==> config.mk <==
export PLATFORM = sky130hd
export DESIGN_NAME = apb2mem_bridge
export DESIGN_NICKNAME = d
export VERILOG_FILES = /design/src/rtl/apb2mem_pkg.sv /design/src/rtl/apb2mem_bridge.sv
export SDC_FILE = /design/constraint.sdc
export NUM_CORES = 1
export LEC_CHECK = 0
export CORE_UTILIZATION = 43
export CTS_CLUSTER_SIZE = 8
export DETAILED_ROUTE_END_ITERATION = 16
export PLACE_DENSITY = 0.85
export SYNTH_ARGS = -nofsm -noshare
export SYNTH_HDL_FRONTEND = slang
export SYNTH_SLANG_ARGS = --single-unit
==> constraint.sdc <==
create_clock -name main_clk_i -period 2.26 [get_ports main_clk_i]
set_clock_uncertainty 0.1 [all_clocks]
set_input_delay 0.226 -clock main_clk_i [delete_from_list [all_inputs] [get_ports main_clk_i]]
set_output_delay 0.226 -clock main_clk_i [all_outputs]
set_load 0.03 [all_outputs]
==> src/rtl/apb2mem_pkg.sv <==
// Shared types and constants for the APB-to-mem bridge.
package apb2mem_pkg;

  typedef enum logic [1:0] {
    ST_IDLE  = 2'd0,
    ST_ISSUE = 2'd1,
    ST_WAIT  = 2'd2,
    ST_RESP  = 2'd3
  } state_e;

  localparam int unsigned MAX_LATENCY = 3;
  localparam int unsigned CNT_W       = 2;

endpackage

==> src/rtl/apb2mem_bridge.sv <==
// APB3 slave that turns each transfer into one mem_i access of a register file
// and returns the result as a registered APB response.
module apb2mem_bridge
  import apb2mem_pkg::*;
#(
  parameter int unsigned addrwidth = 13,
  parameter int unsigned datawidth = 32,
  parameter int unsigned latency   = 1
) (
  input  logic                   main_clk_i,
  input  logic                   main_rst_i,
  input  logic                   apb_psel_i,
  input  logic                   apb_penable_i,
  input  logic                   apb_pwrite_i,
  input  logic [addrwidth+1:0]   apb_paddr_i,
  input  logic [datawidth-1:0]   apb_pwdata_i,
  output logic                   apb_pready_o,
  output logic [datawidth-1:0]   apb_prdata_o,
  output logic                   apb_pslverr_o,
  output logic                   mem_ena_o,
  output logic [addrwidth-1:0]   mem_addr_o,
  output logic                   mem_wena_o,
  output logic [datawidth-1:0]   mem_wdata_o,
  input  logic [datawidth-1:0]   mem_rdata_i,
  input  logic                   mem_err_i,
  output logic                   busy_o
);

  if (latency < 1 || latency > MAX_LATENCY || datawidth != 32) begin : g_bad_param
    $error("apb2mem_bridge: latency must be 1..3 and datawidth must be 32");
  end

  localparam logic [CNT_W-1:0] CNT_LOAD = CNT_W'(latency - 1);

  state_e                 state_q, state_d;
  logic [CNT_W-1:0]       cnt_q, cnt_d;
  logic                   pready_q, pready_d;
  logic [datawidth-1:0]   prdata_q, prdata_d;
  logic                   pslverr_q, pslverr_d;
  logic                   mem_ena_q, mem_ena_d;
  logic [addrwidth-1:0]   mem_addr_q, mem_addr_d;
  logic                   mem_wena_q, mem_wena_d;
  logic [datawidth-1:0]   mem_wdata_q, mem_wdata_d;
  logic                   busy_q, busy_d;

  // The mem address/wena/wdata registers double as the capture register:
  // they are loaded at setup and hold until the next accepted access.
  always_comb begin
    state_d     = state_q;
    cnt_d       = cnt_q;
    pready_d    = 1'b0;
    prdata_d    = '0;
    pslverr_d   = 1'b0;
    mem_ena_d   = 1'b0;
    mem_addr_d  = mem_addr_q;
    mem_wena_d  = mem_wena_q;
    mem_wdata_d = mem_wdata_q;

    case (state_q)
      ST_IDLE: begin
        if (apb_psel_i && !apb_penable_i) begin
          if (apb_paddr_i[1:0] != 2'b00) begin
            state_d   = ST_RESP;
            pready_d  = 1'b1;
            pslverr_d = 1'b1;
          end else begin
            state_d     = ST_ISSUE;
            mem_ena_d   = 1'b1;
            mem_addr_d  = apb_paddr_i[addrwidth+1:2];
            mem_wena_d  = apb_pwrite_i;
            mem_wdata_d = apb_pwdata_i;
          end
        end
      end
      ST_ISSUE: begin
        cnt_d   = CNT_LOAD;
        state_d = apb_psel_i ? ST_WAIT : ST_IDLE;
      end
      ST_WAIT: begin
        // cnt_q reaching zero marks the cycle exactly latency cycles after ena
        if (!apb_psel_i) begin
          state_d = ST_IDLE;
        end else if (cnt_q == '0) begin
          state_d   = ST_RESP;
          pready_d  = 1'b1;
          prdata_d  = mem_wena_q ? '0 : mem_rdata_i;
          pslverr_d = mem_err_i;
        end else begin
          cnt_d = cnt_q - 1'b1;
        end
      end
      ST_RESP: begin
        state_d = ST_IDLE;
      end
      default: begin
        state_d = ST_IDLE;
      end
    endcase

    busy_d = (state_d != ST_IDLE);
  end

  always_ff @(posedge main_clk_i) begin
    if (main_rst_i) begin
      state_q     <= ST_IDLE;
      cnt_q       <= '0;
      pready_q    <= 1'b0;
      prdata_q    <= '0;
      pslverr_q   <= 1'b0;
      mem_ena_q   <= 1'b0;
      mem_addr_q  <= '0;
      mem_wena_q  <= 1'b0;
      mem_wdata_q <= '0;
      busy_q      <= 1'b0;
    end else begin
      state_q     <= state_d;
      cnt_q       <= cnt_d;
      pready_q    <= pready_d;
      prdata_q    <= prdata_d;
      pslverr_q   <= pslverr_d;
      mem_ena_q   <= mem_ena_d;
      mem_addr_q  <= mem_addr_d;
      mem_wena_q  <= mem_wena_d;
      mem_wdata_q <= mem_wdata_d;
      busy_q      <= busy_d;
    end
  end

  assign apb_pready_o  = pready_q;
  assign apb_prdata_o  = prdata_q;
  assign apb_pslverr_o = pslverr_q;
  assign mem_ena_o     = mem_ena_q;
  assign mem_addr_o    = mem_addr_q;
  assign mem_wena_o    = mem_wena_q;
  assign mem_wdata_o   = mem_wdata_q;
  assign busy_o        = busy_q;

endmodule

==> run metrics <==
outcome completed; Synth Flop Type dfxtp_1; Setup TNS 0 ns; Slew @ Worst Pin ~0.65 ns; Reg-to-Reg End mem_wdata_o[9]$_SDFFE_PP0P_; WP data required 1.93 ns; Placer Congestion 0.7495; R2R setup slack 0.55 ns; post-synthesis xor/xnor area fraction 0.002637; unrepaired setup endpoints after global routing no; Clk network pwr share 0.356; final net count 559; PortBufs 166; first-iteration detailed-routing DRC count between 80 and 90; Post-Synth Simple-Gate Area 0.2712; deepest clock path buffer count 2; largest family of logic cells by synthesized area simple AND/OR/NAND/NOR gates; sequential fraction of design power 0.515; largest stage delay on the critical path 0.70 ns; worst reg2reg path depth 4; Mapped Cells just over 300; largest net degree at the start of global routing 99; Filler Cells Inserted 548; CP Buf/Inv Count 1; post-synthesis mux area share 0.1386; die footprint 8081 sq um; area share of the largest cell type after synthesis 0.5183; Synth top cells by count nand2b_1, dfxtp_1, mux2i_1, and2_1, clkbuf_1; clock slew seen by the registers of the worst setup and hold paths about 0.080 ns; total global routing overflow 0; CP max stage cell clkdlybuf4s50_1; DRC 0; adder-cell share of the synthesized area 0.007533; Synth Area per Inst 10.68 sq um; setup bufs post-CTS 0; Tot GR Track Use 0.1950; min cycle time layout 1.759 ns; htree depth 3; critical path arrival ~1.4 ns; final-report max-slew violation count 0; synthesis-to-layout area growth 57.21%; Synth Register Bits 86; Slew Limit Headroom 0.5672; die height 89.90 microns; Antenna Violating Nets Remaining 0; Cell Pwr Density between 500 and 600 nW/um^2; Overall Power 3033 uW; Synth Area in Compound Gates 0.01846; HPWL after DPL 5.665 mm; Net Switching 678.6 uW; reg2reg start state_q[1]$_SDFF_PP0_; Fin. Hold Viols 0; internal power approximately 2400 uW; initial antenna violation count 0; Syn Std Cell Area 3322 sq um; Worst path depth 1; VDD IR max ~460 uV; Synth area leader dfxtp_1; EDFF count, synth 0; share of cells above drive strength 1 0.05031; most frequent cell after synthesis nand2b_1; pre-CTS setup slack 0.3645 ns; CTS Root Cell clkbuf_8; Yosys warning total 0; Comb power frac 0.129; Worst Path Max Fanout 3; final period utilization 0.7785; Sinks on Clock Net 86; Core Footprint 7370 sq um; drt wl/cell roughly 13 microns; Initial DRT Pass Iterations 4; critical path's top delay family buffers and inverters; CTS tree yes; Initial Util 0.4508; Crit Path Category reg2out; class of the worst hold path in2reg; Synth Net Count 398; crit path cell chain clkdlybuf4s50_1; Post-Route WL 7.762 mm; Net Sw Frac 0.2237; max_cap viols 0; CTS Buf Count 9; hold_buf cts 0; drt via density 4.554; Setup crit start mem_wena_o$_SDFFE_PP0P_; n_diodes 0; clock insertion delay at the later pin of the skew report around 0.34 ns; boundary pin count 167; startpoint types flip-flop; final worst slack 0.5005 ns; CP Capture Type primary output; cts repair resizes 0; count of cell types in the netlist 29; # setup viols final 0; Rows 31; first-pass GRT wire length 12.46 mm; Synth async-reset ratio 0; post-synthesis sequential area ratio 0.5183; FMAX 568.4 MHz; die width 89.90 microns; vias in the first global route 2642; Setup crit end mem_wena_o; LEAKAGE roughly 0.0019 uW; vias 2623; Synth area leaders dfxtp_1, nand2b_1, mux2i_1
==> layout by cell type, fill, tap and decap left out, types with 2 or more instances in the layout <==
cell type        count
nand3_1              2
nor4bb_1             2
a21oi_1              5
and2_1              32
nand2b_1            93
o32ai_1              2
nand2_1              2
dfxtp_1             86
ha_1                 2
inv_1                3
clkbuf_1             2
clkdlybuf4s50_1    165
clkbuf_8            11
mux2i_1             46
nor2_1               4
buf_4                4
==> worst min-delay path by stage <==
| stage | cells past startpoint | end | slack, ns | from |
|---|---|---|---|---|
| after global placement | 2 | mem_wdata_o[23]$_SDFFE_PP0P_ | 0.36 | mem_wdata_o[23]$_SDFFE_PP0P_ |
| final | 3 | apb_pslverr_o$_SDFF_PP0_ | 0.20 | main_rst_i |
| after detailed placement | 2 | mem_wdata_o[27]$_SDFFE_PP0P_ | 0.36 | mem_wdata_o[27]$_SDFFE_PP0P_ |
| after CTS | 3 | apb_pslverr_o$_SDFF_PP0_ | 0.19 | main_rst_i |
| after global routing | 3 | apb_pready_o$_SDFF_PP0_ | 0.20 | main_rst_i |
| after floorplan | 1 | apb_prdata_o[0]$_SDFF_PP0_ | 0.25 | mem_rdata_i[0] |
==> sequential cells by signal, indices dropped and copies added (netlist names), 2 cells and up <==
register and cells:
apb_prdata_o 32, mem_addr_o 13, state_q 2, cnt_q 2, mem_wdata_o 32
==> layout make-up <==
class	count	area (sq um)	share of cell area
sequential	86	1722	0.3297
clock buffer	13	158.9	0.03043
clock inverter	3	42.54	0.008146
timing repair buffer	171	1707	0.3268
inverter	3	11.26	0.002156
multi-input combinational	201	1458	0.2791
tap	99	123.9	0.02372
==> stage by stage <==
| step | util | hold WS, ns | instance area, sq um | instances |
|---|---|---|---|---|
| after global placement | 0.6813 | 0.3578 | 5021 | 560 |
| final | 0.7087 | 0.1951 | 5223 | 576 |
| after detailed placement | 0.6813 | 0.3641 | 5021 | 560 |
| after global routing | 0.7087 | 0.1977 | 5223 | 576 |
| after floorplan | - | 0.2477 | 3322 | 311 |
| after CTS | 0.7087 | 0.1852 | 5223 | 576 |
==> logic make-up after synthesis <==
| kind of cell | after synthesis |
|---|---|
| simple gates | 142 |
| compound gates | 10 |
| flops | 86 |
| mux | 46 |
| buf+inv | 24 |
| fa+ha+maj | 2 |
| xor+xnor | 1 |
==> layer usage <==
layer / track usage / vias up / routed length [microns]
met2: 0.3378 / 121 / 3726
met5: 0 / - / 0
met4: 0.06855 / 0 / 102
met1: 0.2123 / 1179 / 3156
li1: - / 1313 / -
met3: 0.08460 / 10 / 777
==> worst register-to-register path, cell delays in order, from the launching register on <==
cell     delay, ns
dfxtp_1       0.44
nor4b_4       0.35
and2b_2       0.22
buf_12        0.25
mux2i_1       0.27
==> power groups by stage <==
stage                     Combinational, uW  Clock [uW]  Sequential [uW]
after floorplan                         124           0             1650
after global placement                  388           0             1600
after detailed placement                394           0             1600
after CTS                               396        1110             1560
after global routing                    419        1180             1570
final                                   392        1080             1560
Note: power is estimated with default switching activity, not from simulation.
